===== src/rtl/branch_resolver_if.sv =====
// Bundle between the fetch/execute pipeline and the branch resolver:
// prediction push channel, in-order resolve channel and predictor-training outputs.
interface branch_resolver_if #(
    parameter int DEPTH  = 4,
    parameter int ADDR_W = 32,
    parameter int CNT_W  = 16
);
    localparam int OCC_W = $clog2(DEPTH) + 1;

    logic              push_valid;
    logic [ADDR_W-1:0] push_pc;
    logic              push_taken;
    logic [ADDR_W-1:0] push_target;
    logic              push_ready;

    logic              res_valid;
    logic              res_taken;
    logic [ADDR_W-1:0] res_target;

    logic              update_predict;
    logic              predict_success;
    logic [ADDR_W-1:0] last_branch_pc;
    logic              flush;
    logic [ADDR_W-1:0] redirect_pc;
    logic [OCC_W-1:0]  occupancy;
    logic              resolve_err;
    logic [CNT_W-1:0]  mispredict_cnt;

    modport master (
        output push_valid, push_pc, push_taken, push_target,
        output res_valid, res_taken, res_target,
        input  push_ready, update_predict, predict_success, last_branch_pc,
        input  flush, redirect_pc, occupancy, resolve_err, mispredict_cnt
    );

    modport slave (
        input  push_valid, push_pc, push_taken, push_target,
        input  res_valid, res_taken, res_target,
        output push_ready, update_predict, predict_success, last_branch_pc,
        output flush, redirect_pc, occupancy, resolve_err, mispredict_cnt
    );
endinterface


===== src/rtl/branch_resolver.sv =====
// Holds in-flight branch predictions in a circular FIFO and checks them against
// in-order EX resolutions, producing predictor training pulses and mispredict flushes.
module branch_resolver #(
    parameter int DEPTH  = 4,
    parameter int ADDR_W = 32,
    parameter int CNT_W  = 16
) (
    input logic             clk,
    input logic             rst,
    branch_resolver_if.slave bus
);
    localparam int PTR_W = $clog2(DEPTH);
    localparam logic [PTR_W:0] FULL_OCC = (PTR_W + 1)'(DEPTH);

    logic [ADDR_W-1:0] pcMem_q     [DEPTH];
    logic              takenMem_q  [DEPTH];
    logic [ADDR_W-1:0] targetMem_q [DEPTH];

    logic [PTR_W:0]    wrPtr_q, wrPtr_d;
    logic [PTR_W:0]    rdPtr_q, rdPtr_d;
    logic              updatePredict_q, updatePredict_d;
    logic              predictSuccess_q, predictSuccess_d;
    logic [ADDR_W-1:0] lastBranchPc_q, lastBranchPc_d;
    logic              flush_q, flush_d;
    logic [ADDR_W-1:0] redirectPc_q, redirectPc_d;
    logic              resolveErr_q, resolveErr_d;
    logic [CNT_W-1:0]  mispredictCnt_q, mispredictCnt_d;

    logic [PTR_W:0]    occ;
    logic              full;
    logic              empty;
    logic [PTR_W-1:0]  rdIdx;
    logic [PTR_W-1:0]  wrIdx;
    logic [ADDR_W-1:0] headPc;
    logic              headTaken;
    logic [ADDR_W-1:0] headTarget;
    logic              resHit;
    logic              dirMatch;
    logic              mispredict;
    logic              pushOk;

    // The extra wrap bit on each pointer disambiguates full from empty.
    assign occ   = wrPtr_q - rdPtr_q;
    assign full  = (occ == FULL_OCC);
    assign empty = (occ == '0);
    assign rdIdx = rdPtr_q[PTR_W-1:0];
    assign wrIdx = wrPtr_q[PTR_W-1:0];

    assign headPc     = pcMem_q[rdIdx];
    assign headTaken  = takenMem_q[rdIdx];
    assign headTarget = targetMem_q[rdIdx];

    assign resHit     = bus.res_valid && !empty;
    assign dirMatch   = (bus.res_taken == headTaken);
    assign mispredict = resHit &&
                        (!dirMatch || (bus.res_taken && headTaken && (bus.res_target != headTarget)));

    // A correct pop frees the head slot, so a push may still land while full.
    assign pushOk = bus.push_valid && !flush_q && !mispredict && (!full || resHit);

    always_comb begin
        wrPtr_d          = wrPtr_q;
        rdPtr_d          = rdPtr_q;
        updatePredict_d  = resHit;
        predictSuccess_d = resHit && dirMatch;
        lastBranchPc_d   = lastBranchPc_q;
        flush_d          = mispredict;
        redirectPc_d     = redirectPc_q;
        resolveErr_d     = resolveErr_q || (bus.res_valid && empty);
        mispredictCnt_d  = mispredictCnt_q;

        if (resHit) begin
            lastBranchPc_d = headPc;
        end

        if (mispredict) begin
            rdPtr_d      = wrPtr_q;
            redirectPc_d = bus.res_taken ? bus.res_target : headPc + ADDR_W'(4);
            if (mispredictCnt_q != '1) begin
                mispredictCnt_d = mispredictCnt_q + CNT_W'(1);
            end
        end else begin
            rdPtr_d = rdPtr_q + (PTR_W + 1)'(resHit);
            wrPtr_d = wrPtr_q + (PTR_W + 1)'(pushOk);
        end
    end

    always_ff @(posedge clk) begin
        if (rst) begin
            wrPtr_q          <= '0;
            rdPtr_q          <= '0;
            updatePredict_q  <= 1'b0;
            predictSuccess_q <= 1'b0;
            lastBranchPc_q   <= '0;
            flush_q          <= 1'b0;
            redirectPc_q     <= '0;
            resolveErr_q     <= 1'b0;
            mispredictCnt_q  <= '0;
        end else begin
            wrPtr_q          <= wrPtr_d;
            rdPtr_q          <= rdPtr_d;
            updatePredict_q  <= updatePredict_d;
            predictSuccess_q <= predictSuccess_d;
            lastBranchPc_q   <= lastBranchPc_d;
            flush_q          <= flush_d;
            redirectPc_q     <= redirectPc_d;
            resolveErr_q     <= resolveErr_d;
            mispredictCnt_q  <= mispredictCnt_d;
        end
    end

    // Entry storage needs no reset; the pointers alone define what is valid.
    always_ff @(posedge clk) begin
        if (!rst && pushOk) begin
            pcMem_q[wrIdx]     <= bus.push_pc;
            takenMem_q[wrIdx]  <= bus.push_taken;
            targetMem_q[wrIdx] <= bus.push_target;
        end
    end

    assign bus.push_ready      = !full && !flush_q;
    assign bus.update_predict  = updatePredict_q;
    assign bus.predict_success = predictSuccess_q;
    assign bus.last_branch_pc  = lastBranchPc_q;
    assign bus.flush           = flush_q;
    assign bus.redirect_pc     = redirectPc_q;
    assign bus.occupancy       = occ;
    assign bus.resolve_err     = resolveErr_q;
    assign bus.mispredict_cnt  = mispredictCnt_q;
endmodule

===== src/flat_wrapper.sv =====
// flat-port wrapper written by rule: the top's interface ports become plain ports
module branch_resolver_flat 
#(
    parameter int DEPTH  = 4,
    parameter int ADDR_W = 32,
    parameter int CNT_W  = 16
)
  (clk, rst, bus_push_valid, bus_push_pc, bus_push_taken, bus_push_target, bus_res_valid, bus_res_taken, bus_res_target, bus_push_ready, bus_update_predict, bus_predict_success, bus_last_branch_pc, bus_flush, bus_redirect_pc, bus_occupancy, bus_resolve_err, bus_mispredict_cnt);
  branch_resolver_if #(.DEPTH(DEPTH), .ADDR_W(ADDR_W), .CNT_W(CNT_W)) bus_i ();
  input logic clk;
  input logic rst;
  input wire logic [$bits(bus_i.push_valid)-1:0] bus_push_valid;
  input wire logic [$bits(bus_i.push_pc)-1:0] bus_push_pc;
  input wire logic [$bits(bus_i.push_taken)-1:0] bus_push_taken;
  input wire logic [$bits(bus_i.push_target)-1:0] bus_push_target;
  input wire logic [$bits(bus_i.res_valid)-1:0] bus_res_valid;
  input wire logic [$bits(bus_i.res_taken)-1:0] bus_res_taken;
  input wire logic [$bits(bus_i.res_target)-1:0] bus_res_target;
  output wire logic [$bits(bus_i.push_ready)-1:0] bus_push_ready;
  output wire logic [$bits(bus_i.update_predict)-1:0] bus_update_predict;
  output wire logic [$bits(bus_i.predict_success)-1:0] bus_predict_success;
  output wire logic [$bits(bus_i.last_branch_pc)-1:0] bus_last_branch_pc;
  output wire logic [$bits(bus_i.flush)-1:0] bus_flush;
  output wire logic [$bits(bus_i.redirect_pc)-1:0] bus_redirect_pc;
  output wire logic [$bits(bus_i.occupancy)-1:0] bus_occupancy;
  output wire logic [$bits(bus_i.resolve_err)-1:0] bus_resolve_err;
  output wire logic [$bits(bus_i.mispredict_cnt)-1:0] bus_mispredict_cnt;
  assign bus_i.push_valid = bus_push_valid;
  assign bus_i.push_pc = bus_push_pc;
  assign bus_i.push_taken = bus_push_taken;
  assign bus_i.push_target = bus_push_target;
  assign bus_i.res_valid = bus_res_valid;
  assign bus_i.res_taken = bus_res_taken;
  assign bus_i.res_target = bus_res_target;
  assign bus_push_ready = bus_i.push_ready;
  assign bus_update_predict = bus_i.update_predict;
  assign bus_predict_success = bus_i.predict_success;
  assign bus_last_branch_pc = bus_i.last_branch_pc;
  assign bus_flush = bus_i.flush;
  assign bus_redirect_pc = bus_i.redirect_pc;
  assign bus_occupancy = bus_i.occupancy;
  assign bus_resolve_err = bus_i.resolve_err;
  assign bus_mispredict_cnt = bus_i.mispredict_cnt;
  branch_resolver #(.DEPTH(DEPTH), .ADDR_W(ADDR_W), .CNT_W(CNT_W)) u_core (.clk(clk), .rst(rst), .bus(bus_i));
endmodule

===== config.mk =====
export PLATFORM = sky130hd
export DESIGN_NAME = branch_resolver_flat
export DESIGN_NICKNAME = d
export VERILOG_FILES = /design/src/rtl/branch_resolver_if.sv /design/src/rtl/branch_resolver.sv /design/src/flat_wrapper.sv
export SDC_FILE = /design/constraint.sdc
export NUM_CORES = 1
export LEC_CHECK = 0
export ABC_AREA = 1
export CAP_MARGIN = 25
export CORE_MARGIN = 2
export CORE_UTILIZATION = 51
export CTS_CLUSTER_SIZE = 12
export DETAILED_ROUTE_END_ITERATION = 10
export PLACE_DENSITY_LB_ADDON = 0.05
export SLEW_MARGIN = 10
export SYNTH_ARGS = -nofsm -noshare
export SYNTH_HDL_FRONTEND = slang
export SYNTH_SLANG_ARGS = --single-unit
export TNS_END_PERCENT = 10

===== constraint.sdc =====
create_clock -name clk -period 7.7 [get_ports clk]
set_input_delay 1.54 -clock clk [delete_from_list [all_inputs] [get_ports clk]]
set_output_delay 1.54 -clock clk [all_outputs]
set_load 0.03 [all_outputs]

# Word level (Yosys, flattened, before mapping)
# Memories as Yosys holds them, arrays and structs flattened. A register that Yosys moved wholly into a read port is not among the register bits.
# Cells that the tools add are included.
# classes
addsub	5
n_mul	0
div_mod_pow	0
order_cmp	0
n_eq_ne	4
n_shift	0
muxes	7
bitwise_logic	0
n_reduce_logical	22
# op_table
cell	n
32-bit by 3-bit adder with 32-bit output, second input constant	1
32-bit 2-to-1 mux	1
32-bit != test	1
16-bit by 1-bit adder with 16-bit output, second input constant	1
16-bit != test, second input constant	1
1-bit logical AND	11
3-bit by 1-bit adder with 3-bit output	2
1-bit logical NOT	6
2-bit 2-to-1 mux	3
3-bit == test, second input constant	1
3-bit logical NOT	1
1-bit logical OR	3
3-bit 2-to-1 mux	1
3-bit subtractor	1
1-bit 2-to-1 mux	2
2-bit AND reduction	1
1-bit == test	1
# totals
reg_bits	90
latchBits	0
ramBits	260
mem_bits_ro	0
inputBits	102
out_inout_bits	88
elab_cells	50
memories	3
# mem_list
name	words	width	read_ports	rd_ports_with_merged_regs	wr	line	rtl
u_core.pcMem_q	4	32	1	1	1	branch_resolver.sv:15	logic [ADDR_W-1:0] pcMem_q [DEPTH];
u_core.targetMem_q	4	32	1	1	1	branch_resolver.sv:17	logic [ADDR_W-1:0] targetMem_q [DEPTH];
u_core.takenMem_q	4	1	1	1	1	branch_resolver.sv:16	logic takenMem_q [DEPTH];

# Logic depth before layout (Yosys ltp)
# Gate-level depths: netlist of run 1.
# depth
word_depth	11
mapped_depth	22
mapped_depth_nobuf	20

# Least setup slack after synthesis of run 1
# OpenSTA, ideal clock, no wires.
# synth_timing
kind	in2reg
start	input bus_res_target[23]
end	memory u_core.pcMem_q[0][0] (enable)
setup_time_ps	489
t_arrival_ps	5210
required_ps	7211
path_slack_ps	2001
stages	14
path_buffers	0
path_cell_list	inv_1 nand3_1 nand2_1 inv_1 nand2_1 nor2_1 nand2_1 nor2_1 nand2_1 nand2_1 nand2_2 nand2_4 nand4_1 nor2_1
# synth_via
elab_chain_cells	10
# synth_rtl
item	line	rtl
start: declaration	flat_wrapper.sv:18	input wire logic [$bits(bus_i.res_target)-1:0] bus_res_target;
32-bit != test	branch_resolver.sv:56	(!dirMatch || (bus.res_taken && headTaken && (bus.res_target != headTarget)));
1-bit logical AND	branch_resolver.sv:56	
1-bit logical OR	branch_resolver.sv:56	
1-bit logical AND	branch_resolver.sv:55	assign mispredict = resHit &&
1-bit logical NOT	branch_resolver.sv:59	assign pushOk = bus.push_valid && !flush_q && !mispredict && (!full || resHit);
1-bit logical AND (2 in a row)	branch_resolver.sv:59	
1-bit logical AND	branch_resolver.sv:114	if (!rst && pushOk) begin
1-bit 2-to-1 mux	branch_resolver.sv:114	
1-bit 2-to-1 mux (not written as such)	branch_resolver.sv:115	pcMem_q[wrIdx] <= bus.push_pc;
end: declaration	branch_resolver.sv:15	
# Every way passes these cells.

# Worst setup path after layout of run 1
# layout_timing
start	register u_core.rdPtr_q[0]
end	memory u_core.pcMem_q[3][24] (enable)
# layout_via
elab_chain_cells	11
word_cells_on_any_way	14
classes_between	add/sub: 1; eq/ne: 1; mux: 2; reduce/logical: 10
# layout_rtl
item	line	rtl
start: declaration	branch_resolver.sv:20	logic [PTR_W:0] rdPtr_q, rdPtr_d;
start signal: assignment	branch_resolver.sv:101	rdPtr_q <= rdPtr_d;
3-bit subtractor (*)	branch_resolver.sv:43	assign occ = wrPtr_q - rdPtr_q;
3-bit logical NOT	branch_resolver.sv:45	assign empty = (occ == '0);
1-bit logical NOT	branch_resolver.sv:53	assign resHit = bus.res_valid && !empty;
1-bit logical AND	branch_resolver.sv:53	
1-bit logical AND	branch_resolver.sv:55	
1-bit logical NOT	branch_resolver.sv:59	
1-bit logical AND	branch_resolver.sv:59	
1-bit logical AND (*)	branch_resolver.sv:59	
1-bit logical AND (*)	branch_resolver.sv:114	
1-bit 2-to-1 mux (*)	branch_resolver.sv:114	
1-bit 2-to-1 mux (not written as such) (*)	branch_resolver.sv:115	
# Every way passes the cells marked *; elsewhere a longest branch is shown, timed or not.

==> out/summary.txt, run 1 <==
ordered list of cells on the worst path: clkinv_2, buf_16, nand2_1, nand3_1, nand3_1, nand2_1, inv_1, nand2_1, nor2_1, nand2_1, nor2_1, nand2_1, nand2_1, nand2_2, nand2_4, nand4_1, nor2_4, buf_4
Total Routing Usage GR: 26.0%
fraction of registers with async set or reset after synthesis: 0%
layout cells sized above 1: 5.80%
filler instances: 2623
placeable core region: 30600 µm²
Worst Setup Path Type: flip-flop to flip-flop
number of global-route vias before repair: 11800
Post-route DRC: 0
core utilization of the finished layout: 62.6%
crit path buf inv count: 4
status: completed
setup total negative slack: 0 ns
initial core utilization: 51.7%
cell mode on critical path: sky130_fd_sc_hd__nand2_1
Fmax: 0.169 GHz
floorplan die height: 180 µm
post-cts gate resize count: 0
width of the die: 180 µm
arrival time at the worst endpoint: 6.11 ns
number of enable-type register cells in the synthesized netlist: 260
remaining global-route overflow: 0
Worst Clk Skew: 0.0221 ns
largest vdd supply drop: 0.283 mV
post-CTS setup buffer count: 0
library cell contributing the largest single delay on the critical path: sky130_fd_sc_hd__dfxtp_4
global-route wire length before repair: 66200 µm
required time of the critical path: 7.88 ns
per-cell via count in the routed design: 5.34
most used flip-flop cell after synthesis: sky130_fd_sc_hd__edfxtp_1
final wirelength: 42900 µm
Hold Fails Final Rpt: 0
Num CTS Buffers: 39
Worst setup EP type: flip-flop
slew at the pin with the worst max-slew slack: 0.893 ns
Max H-tree Level: 2
DRC violation total after the first TritonRoute iteration: 974
number of instances in the synthesized netlist: 1749
Leak Pwr: 0.00762 µW
antenna-violating nets left: 0
headroom to the max-slew limit: 40.4%
layout overhead on the synthesized area: 21.1%
CTS hold repair buffers: 0
count of final setup violators: 0
number of antenna violations at the first check in global routing: 1
fin. max-slew vios: 0
number of nets in the finished design: 2033
number of warning messages in the yosys log: 0
synthesized area per cell: 9.04 µm²
type of element launching the critical path: flip-flop
period utilization: 77.1%
clock latency on the worst-skew pair: 0.53 ns
synthesized net count: 1860
most common cell after layout, fill and taps aside: sky130_fd_sc_hd__nand2_1
total via count after detailed routing: 12500
post-synthesis cell type count: 41
Hold WC Path Type: flip-flop to flip-flop
setup slack after layout: 1.77 ns
Max-cap violations: 0
cell count after placement: 2276
drt wl/cell: 18.3 µm
synthesis-stage register bit count: 350
TritonCTS clock tree: done
filler-free cell count of the finished design: 2346
Final GP Congestion: 0.911
Die Outline Area: 32400 µm²
unrepaired setup endpoints after global routing: no
Pre-antenna DRT Iters: 8
Cell Pwr Density: 357 nW/µm²
pin count of the biggest net entering global routing: 109
most frequent cells in the layout: sky130_fd_sc_hd__nand2_1 (601), sky130_fd_sc_hd__edfxtp_1 (260), sky130_fd_sc_hd__nand3_1 (198)
Worst Setup Slack post-DPL: 1.54 ns
Top Ports: 190
Rows: 64
Synth Cell Area: 15800 µm²
sequential-to-total area share from yosys stat: 60.8%
register-to-register setup slack: 1.77 ns
post-route minimum period: 5.93 ns
Clock Root Buffer: sky130_fd_sc_hd__clkbuf_16
clock sink count: 350
clock slew seen by the registers of the worst setup and hold paths: 0.06 ns
number of buffers inserted by port buffering: 189
placed wire-length estimate after detailed placement: 28700 µm
kind of cell adding the most delay to the critical path: simple AND/OR/NAND/NOR gates
stage delay of the slowest cell on the critical path: 0.79 ns
largest fanout on the critical path: 60
deepest clock path buffer count: 3
## synth_stat cells, types with 3 or more instances
cell type,n,area (µm²)
sky130_fd_sc_hd__nand2_1,601,2260
sky130_fd_sc_hd__edfxtp_1,260,7810
sky130_fd_sc_hd__nand3_1,198,991
sky130_fd_sc_hd__nor2_1,150,563
sky130_fd_sc_hd__inv_1,137,514
sky130_fd_sc_hd__dfxtp_1,90,1800
sky130_fd_sc_hd__o21ai_0,69,345
sky130_fd_sc_hd__a21oi_1,46,230
sky130_fd_sc_hd__buf_2,30,150
sky130_fd_sc_hd__nand4_1,29,181
sky130_fd_sc_hd__clkbuf_1,19,71.3
sky130_fd_sc_hd__buf_4,11,82.6
sky130_fd_sc_hd__nor3_1,10,50.1
sky130_fd_sc_hd__buf_1,9,33.8
sky130_fd_sc_hd__nand2_2,9,56.3
sky130_fd_sc_hd__nor2_2,9,56.3
sky130_fd_sc_hd__ha_1,8,100
sky130_fd_sc_hd__nand3b_1,8,60.1
sky130_fd_sc_hd__xor2_1,8,70.1
sky130_fd_sc_hd__buf_6,7,78.8
sky130_fd_sc_hd__a31oi_1,6,37.5
sky130_fd_sc_hd__inv_2,6,22.5
sky130_fd_sc_hd__nor2_4,4,45.0
sky130_fd_sc_hd__o22ai_1,4,25.0
sky130_fd_sc_hd__o21ai_1,3,15.0
## cell type report
type | count | area (µm²) | share of cell area [%]
Antenna cell | 1 | 2.50 | 0.0131
Clock buffer | 52 | 1040 | 5.45
Clock inverter | 16 | 106 | 0.555
Inverter | 145 | 549 | 2.87
Multi-Input combinational cell | 1177 | 5260 | 27.5
Sequential cell | 350 | 9610 | 50.2
Tap cell | 396 | 495 | 2.59
Timing Repair Buffer | 209 | 2080 | 10.9
## per-stage QoR
| stage | instance area (µm²) | power (µW) | hold slack, ns |
|---|---|---|---|
| 2_1_floorplan | 15800 | 4230 | 0.509 |
| 3_3_place_gp | 17900 | 5100 | 0.453 |
| 3_5_place_dp | 18000 | 5140 | 0.456 |
| 4_1_cts | 19100 | 6840 | 0.465 |
| 5_1_grt | 19200 | 7230 | 0.513 |
| 6_report | 19200 | 6840 | 0.468 |
## sequential cells by signal, summed over array words and instances (netlist names)
signal                      flops
u_core.pcMem_q                128
u_core.targetMem_q            128
u_core.bus.last_branch_pc      32
u_core.bus.redirect_pc         32
u_core.bus.mispredict_cnt      16
u_core.takenMem_q               4
u_core.rdPtr_q                  3
u_core.wrPtr_q                  3
u_core.bus.flush                1
u_core.bus.predict_success      1
u_core.bus.resolve_err          1
u_core.bus.update_predict       1
## power breakdown
part / internal (µW) / switching, µW / leakage [µW]
clock: 985 / 714 / 0.000567
sequential: 2350 / 186 / 0.00309
combinational: 849 / 1760 / 0.00396
total: 4180 / 2660 / 0.00762
## worst register-to-register path: stages, from the launching register on
cell,delay (ns)
sky130_fd_sc_hd__dfxtp_4,0.79
sky130_fd_sc_hd__clkinv_2,0.54
sky130_fd_sc_hd__buf_16,0.36
sky130_fd_sc_hd__nand2_1,0.12
sky130_fd_sc_hd__nand3_1,0.09
sky130_fd_sc_hd__nand3_1,0.12
sky130_fd_sc_hd__nand2_1,0.06
sky130_fd_sc_hd__inv_1,0.05
sky130_fd_sc_hd__nand2_1,0.05
sky130_fd_sc_hd__nor2_1,0.28
sky130_fd_sc_hd__nand2_1,0.11
sky130_fd_sc_hd__nor2_1,0.10
sky130_fd_sc_hd__nand2_1,0.07
sky130_fd_sc_hd__nand2_1,0.11
sky130_fd_sc_hd__nand2_2,0.51
sky130_fd_sc_hd__nand2_4,0.58
sky130_fd_sc_hd__nand4_1,0.47
sky130_fd_sc_hd__nor2_4,0.72
sky130_fd_sc_hd__buf_4,0.46
## worst paths after layout
| kind | startpoint | end | cells past startpoint |
|---|---|---|---|
| hold reg to reg | u_core.bus.last_branch_pc[0] | u_core.bus.last_branch_pc[0] | 2 |
| setup reg to reg | u_core.rdPtr_q[0] | u_core.pcMem_q[3][24] | 18 |
| hold / removal | u_core.bus.last_branch_pc[0] | u_core.bus.last_branch_pc[0] | 2 |
| setup / recovery | u_core.rdPtr_q[0] | u_core.pcMem_q[3][24] | 18 |
## logic make-up (layout without fill, tap and decap cells)
kind of cell | Yosys count | count (layout) | share of synthesized area [%]
compound gates | 133 | 133 | 4.40
xor+xnor | 10 | 10 | 0.554
fa+ha+maj | 9 | 9 | 0.759
buf+inv | 222 | 422 | 6.19
flops | 350 | 350 | 60.8
other cells | 0 | 1 | 0
simple gates | 1025 | 1025 | 27.3
## metal layers
metal  track usage (%)  part of all wire (%)  vias up
li1                  -                     -     6132
met1              36.3                    44     5893
met5                 0                     0        -
met3              4.69                   7.6       56
met2              42.4                    47      457
met4              6.74                   2.0        0
Note: power is estimated with default switching activity, not from simulation.
==> inputs of run 2 (changes only) <==
Clock period 7.7 ns to 4.8 ns, I/O delays scaled along.
==> run 2 against run 1 <==
Against the previous run: global-route usage increased by 0.57 points; routed wire length increased by 0.42%; non-clock buffer count is 1 lower; hold slack gained 0.010 ns; power is 61% higher; critical path depth shrank 9; clock power up 62%; final cell count unchanged; die area stayed put; first-iteration DRC count shrank 6.2%; worst setup slack got worse by 1.2 ns; design area increased by 0.11%; largest cell class unchanged.
==> out/summary.txt, run 2 (synthesis gave the netlist of run 1 again) <==
status: completed
ordered list of cells on the worst path: ha_1, fa_1, xor2_1, xor2_1, inv_1, nor3_1, or2_2, inv_1, clkdlybuf4s50_1
CTS hold repair buffers: 0
global-route wire length before repair: 67300 µm
Leak Pwr: 0.00762 µW
Top Registers: u_core.pcMem_q x128, u_core.targetMem_q x128
Num CTS Buffers: 39
Clock Root Buffer: sky130_fd_sc_hd__clkbuf_16
Pre-antenna DRT Iters: 6
register-to-register setup slack: 0.73 ns
number of buffers inserted by port buffering: 189
unrepaired setup endpoints after global routing: no
post-route minimum period: 4.23 ns
number of antenna violations at the first check in global routing: 0
clock latency on the worst-skew pair: 0.52 ns
Worst Reg2Reg Path Length in Cells: 12
capture endpoint of the worst hold path: u_core.bus.resolve_err
Rows: 64
Max H-tree Level: 2
final wirelength: 43000 µm
Fmax: 0.237 GHz
Max-cap violations: 0
Top Ports: 190
hold path start: u_core.bus.resolve_err
most common cell after layout, fill and taps aside: sky130_fd_sc_hd__nand2_1
DRC violation total after the first TritonRoute iteration: 914
Total Routing Usage GR: 26.6%
Reg-to-Reg End: u_core.targetMem_q[2][31]
Min-Delay Path Depth: 1
headroom to the max-slew limit: 44.3%
fin. max-slew vios: 0
Worst Clk Skew: 0.0144 ns
Final GP Congestion: 0.903
largest fanout on the critical path: 62
width of the die: 180 µm
cell count after placement: 2276
crit path buf inv count: 3
stage delay of the slowest cell on the critical path: 0.80 ns
Hold Fails Final Rpt: 0
filler instances: 2606
deepest clock path buffer count: 3
drt wl/cell: 18.3 µm
placed wire-length estimate after detailed placement: 28100 µm
antenna-violating nets left: 0
slew at the pin with the worst max-slew slack: 0.836 ns
layout cells sized above 1: 5.85%
pin count of the biggest net entering global routing: 83
most frequent cells in the layout: sky130_fd_sc_hd__nand2_1 (601), sky130_fd_sc_hd__edfxtp_1 (260), sky130_fd_sc_hd__nand3_1 (198)
arrival time at the worst endpoint: 3.27 ns
number of antenna repair diodes: 0
type of element launching the critical path: flip-flop
library cell contributing the largest single delay on the critical path: sky130_fd_sc_hd__dfxtp_4
number of global-route vias before repair: 12000
TritonCTS clock tree: done
total via count after detailed routing: 12500
kind of cell adding the most delay to the critical path: flip-flops
setup total negative slack: 0 ns
filler-free cell count of the finished design: 2346
Cell Pwr Density: 573 nW/µm²
placeable core region: 30600 µm²
initial core utilization: 51.7%
clock slew seen by the registers of the worst setup and hold paths: 0.06 ns
origin of the critical flop-to-flop path: u_core.rdPtr_q[0]
required time of the critical path: 3.84 ns
per-cell via count in the routed design: 5.32
post-CTS setup buffer count: 0
clock sink count: 350
Post-route DRC: 0
count of final setup violators: 0
remaining global-route overflow: 0
period utilization: 88.0%
post-cts gate resize count: 0
core utilization of the finished layout: 62.7%
Worst Setup Path Type: flip-flop to output pin
largest vdd supply drop: 0.364 mV
Worst setup EP type: output pin
number of nets in the finished design: 2032
floorplan die height: 180 µm
Die Outline Area: 32400 µm²
Hold WC Path Type: flip-flop to flip-flop
layout overhead on the synthesized area: 21.2%
==> run 2: area by class of cell <==
class | count | area, µm² | share of cell area, %
clock inverters | 14 | 70.1 | 0.365
clock buffers | 56 | 1100 | 5.75
inverters | 145 | 549 | 2.86
multi-input cells | 1177 | 5260 | 27.4
well taps | 396 | 495 | 2.58
repair buffers | 208 | 2080 | 10.9
flip-flops and latches | 350 | 9610 | 50.1
==> run 2: through the flow <==
stage | worst slack (ns) | hold slack, ns | total power (µW) | cell area, µm²
2_1_floorplan | -0.541 | 0.509 | 6790 | 15800
6_report | 0.574 | 0.478 | 11000 | 19200
3_3_place_gp | 0.826 | 0.449 | 8220 | 18000
5_1_grt | 0.343 | 0.518 | 11600 | 19200
3_5_place_dp | 0.799 | 0.468 | 8280 | 18000
4_1_cts | 0.559 | 0.480 | 11000 | 19200
==> run 2: layer usage <==
metal | track usage (%) | part of all wire [%] | routed length, µm | vias up
li1 | - | - | - | 6147
met1 | 36.9 | 44 | 18900 | 5793
met2 | 42.6 | 46 | 19800 | 456
met3 | 3.92 | 6.7 | 2900 | 86
met4 | 10.1 | 3.4 | 1470 | 2
met5 | 1.33 | 0.13 | 55 | -
==> run 2: power breakdown <==
group	switching, µW	internal (µW)
clock network	1150	1600
registers	284	3760
logic	2850	1350
total	4280	6710
==> run 2: worst max path at each step <==
stage | to | start | slack, ns | cells past startpoint
floorplan | u_core.pcMem_q[0][0] | u_core.wrPtr_q[0] | -0.54 | 12
global placement | u_core.pcMem_q[2][20] | u_core.rdPtr_q[0] | 0.83 | 18
detailed placement | u_core.targetMem_q[2][21] | u_core.rdPtr_q[0] | 0.80 | 18
CTS | bus_push_ready | u_core.rdPtr_q[0] | 0.56 | 9
global route | bus_push_ready | u_core.rdPtr_q[0] | 0.34 | 9
finish | bus_push_ready | u_core.rdPtr_q[0] | 0.57 | 9
==> inputs of run 3 (changes only) <==
Settings changed: CTS_CLUSTER_SIZE 12 to 10, MAX_ROUTING_LAYER from default to met4.
==> run 3 against run 2 <==
Against the previous run: first-iteration DRC count grew 16%; highest routed layer is now met4; largest cell class unchanged; register-to-register slack improved by 0.18 ns; critical path type unchanged; via count is 1.3% higher; fmax increased by 5.6%.
==> out/summary.txt, run 3 (synthesis gave the netlist of run 1 again) <==
status: completed
worst hold slack across all endpoints: 0.486 ns
Top Ports: 190
most frequent cells in the layout: sky130_fd_sc_hd__nand2_1 (601), sky130_fd_sc_hd__edfxtp_1 (260), sky130_fd_sc_hd__nand3_1 (198)
global-route wire length before repair: 68400 µm
width of the die: 180 µm
fin. max-slew vios: 0
post-cts gate resize count: 0
per-cell via count in the routed design: 5.37
layout overhead on the synthesized area: 21.8%
sequential cell fraction of total power: 36.2%
Clock Root Buffer: sky130_fd_sc_hd__clkbuf_16
Cell Pwr Density: 579 nW/µm²
headroom to the max-slew limit: 43.0%
switching portion of total power: 39.0%
final cell area excluding filler cells: 19300 µm²
Worst Clk Skew: 0.0253 ns
most common cell after layout, fill and taps aside: sky130_fd_sc_hd__nand2_1
cell area after placement: 18000 µm²
Num CTS Buffers: 42
total via count after detailed routing: 12600
period utilization: 83.4%
number of global-route vias before repair: 12000
Post-route DRC: 0
clock network fraction of total power: 25.8%
proportion of power drawn by combinational gates: 38.1%
DRC violation total after the first TritonRoute iteration: 1057
setup total negative slack: 0 ns
Fmax: 0.250 GHz
placed wire-length estimate after detailed placement: 28700 µm
deepest clock path buffer count: 3
final wirelength: 43800 µm
largest vdd supply drop: 0.360 mV
register-to-register setup slack: 0.91 ns
type of element launching the critical path: flip-flop
number of buffers inserted by port buffering: 189
Die Outline Area: 32400 µm²
switching pwr: 4340 µW
layout cells sized above 1: 5.67%
Top Registers: u_core.pcMem_q x128, u_core.targetMem_q x128
placeable core region: 30600 µm²
slew at the pin with the worst max-slew slack: 0.855 ns
remaining global-route overflow: 0
antenna-violating nets left: 0
post-route minimum period: 4.00 ns
filler instances: 2565
number of antenna violations at the first check in global routing: 1
Pre-antenna DRT Iters: 5
clock slew seen by the registers of the worst setup and hold paths: 0.06 ns
clock sink count: 350
required time of the critical path: 3.84 ns
Worst Setup Path Type: flip-flop to output pin
post-CTS setup buffer count: 0
Final GP Congestion: 0.914
hold path start: u_core.bus.redirect_pc[14]
Total Routing Usage GR: 27.9%
core utilization of the finished layout: 63.0%
Hold Fails Final Rpt: 0
Worst setup EP type: output pin
initial core utilization: 51.7%
largest fanout on the critical path: 25
first element of the critical path: u_core.rdPtr_q[0]
CTS hold repair buffers: 0
floorplan die height: 180 µm
arrival time at the worst endpoint: 3.04 ns
Rows: 64
internal power: 6800 µW
Leak Pwr: 0.00764 µW
TritonCTS clock tree: done
pin count of the biggest net entering global routing: 83
Max H-tree Level: 2
Hold WC Path Type: flip-flop to flip-flop
drt wl/cell: 18.6 µm
count of final setup violators: 0
Max-cap violations: 0
clock latency on the worst-skew pair: 0.54 ns
number of nets in the finished design: 2036
origin of the critical flop-to-flop path: u_core.rdPtr_q[0]
unrepaired setup endpoints after global routing: no
-- run 3: layout make-up --
cell class / count / area [µm²] / share of cell area (%)
clock buffer: 72 / 1190 / 6.20
inverter: 145 / 549 / 2.85
tap: 396 / 495 / 2.57
antenna: 1 / 2.50 / 0.0130
clock inverter: 6 / 50.0 / 0.260
timing repair buffer: 209 / 2090 / 10.9
sequential: 350 / 9610 / 49.9
multi-input combinational: 1177 / 5260 / 27.3
-- run 3: power by group through the flow --
stage / Combinational, µW / Clock (µW) / Sequential (µW)
global placement: 4180 / 0 / 4080
global route: 4650 / 3060 / 4080
detailed placement: 4220 / 0 / 4090
finish: 4240 / 2870 / 4030
floorplan: 2200 / 0 / 4580
CTS: 4240 / 2910 / 4030
-- run 3: final timing paths --
check	endpoint	cells after the start
min	u_core.bus.redirect_pc[14]	2
max	bus_push_ready	9
min reg2reg	u_core.bus.redirect_pc[14]	2
max reg2reg	u_core.pcMem_q[2][20]	18
-- run 3: per-stage QoR --
stage / worst slack [ns] / cells / total power, µW
CTS: 0.764 / 2355 / 11200
global route: 0.638 / 2356 / 11800
floorplan: -0.541 / 1749 / 6790
detailed placement: 0.843 / 2277 / 8300
finish: 0.797 / 2356 / 11100
global placement: 0.886 / 2277 / 8260
-- run 3: worst max-delay path: stages (launching register included) --
cell and delay [ns]:
sky130_fd_sc_hd__dfxtp_4 0.45, sky130_fd_sc_hd__ha_1 0.25, sky130_fd_sc_hd__fa_1 0.37, sky130_fd_sc_hd__xor2_1 0.16, sky130_fd_sc_hd__xor2_1 0.17, sky130_fd_sc_hd__inv_1 0.09, sky130_fd_sc_hd__nor3_1 0.05, sky130_fd_sc_hd__or2_2 0.27
sky130_fd_sc_hd__inv_1 0.05, sky130_fd_sc_hd__clkdlybuf4s50_1 0.65
-- run 3: per-layer routing --
metal	up-vias	GRT usage, %	routed length, µm
li1	6156	-	-
met1	5917	37.8	19100
met2	486	43.4	20200
met3	90	4.26	3030
met4	0	9.42	1490
met5	-	-	0
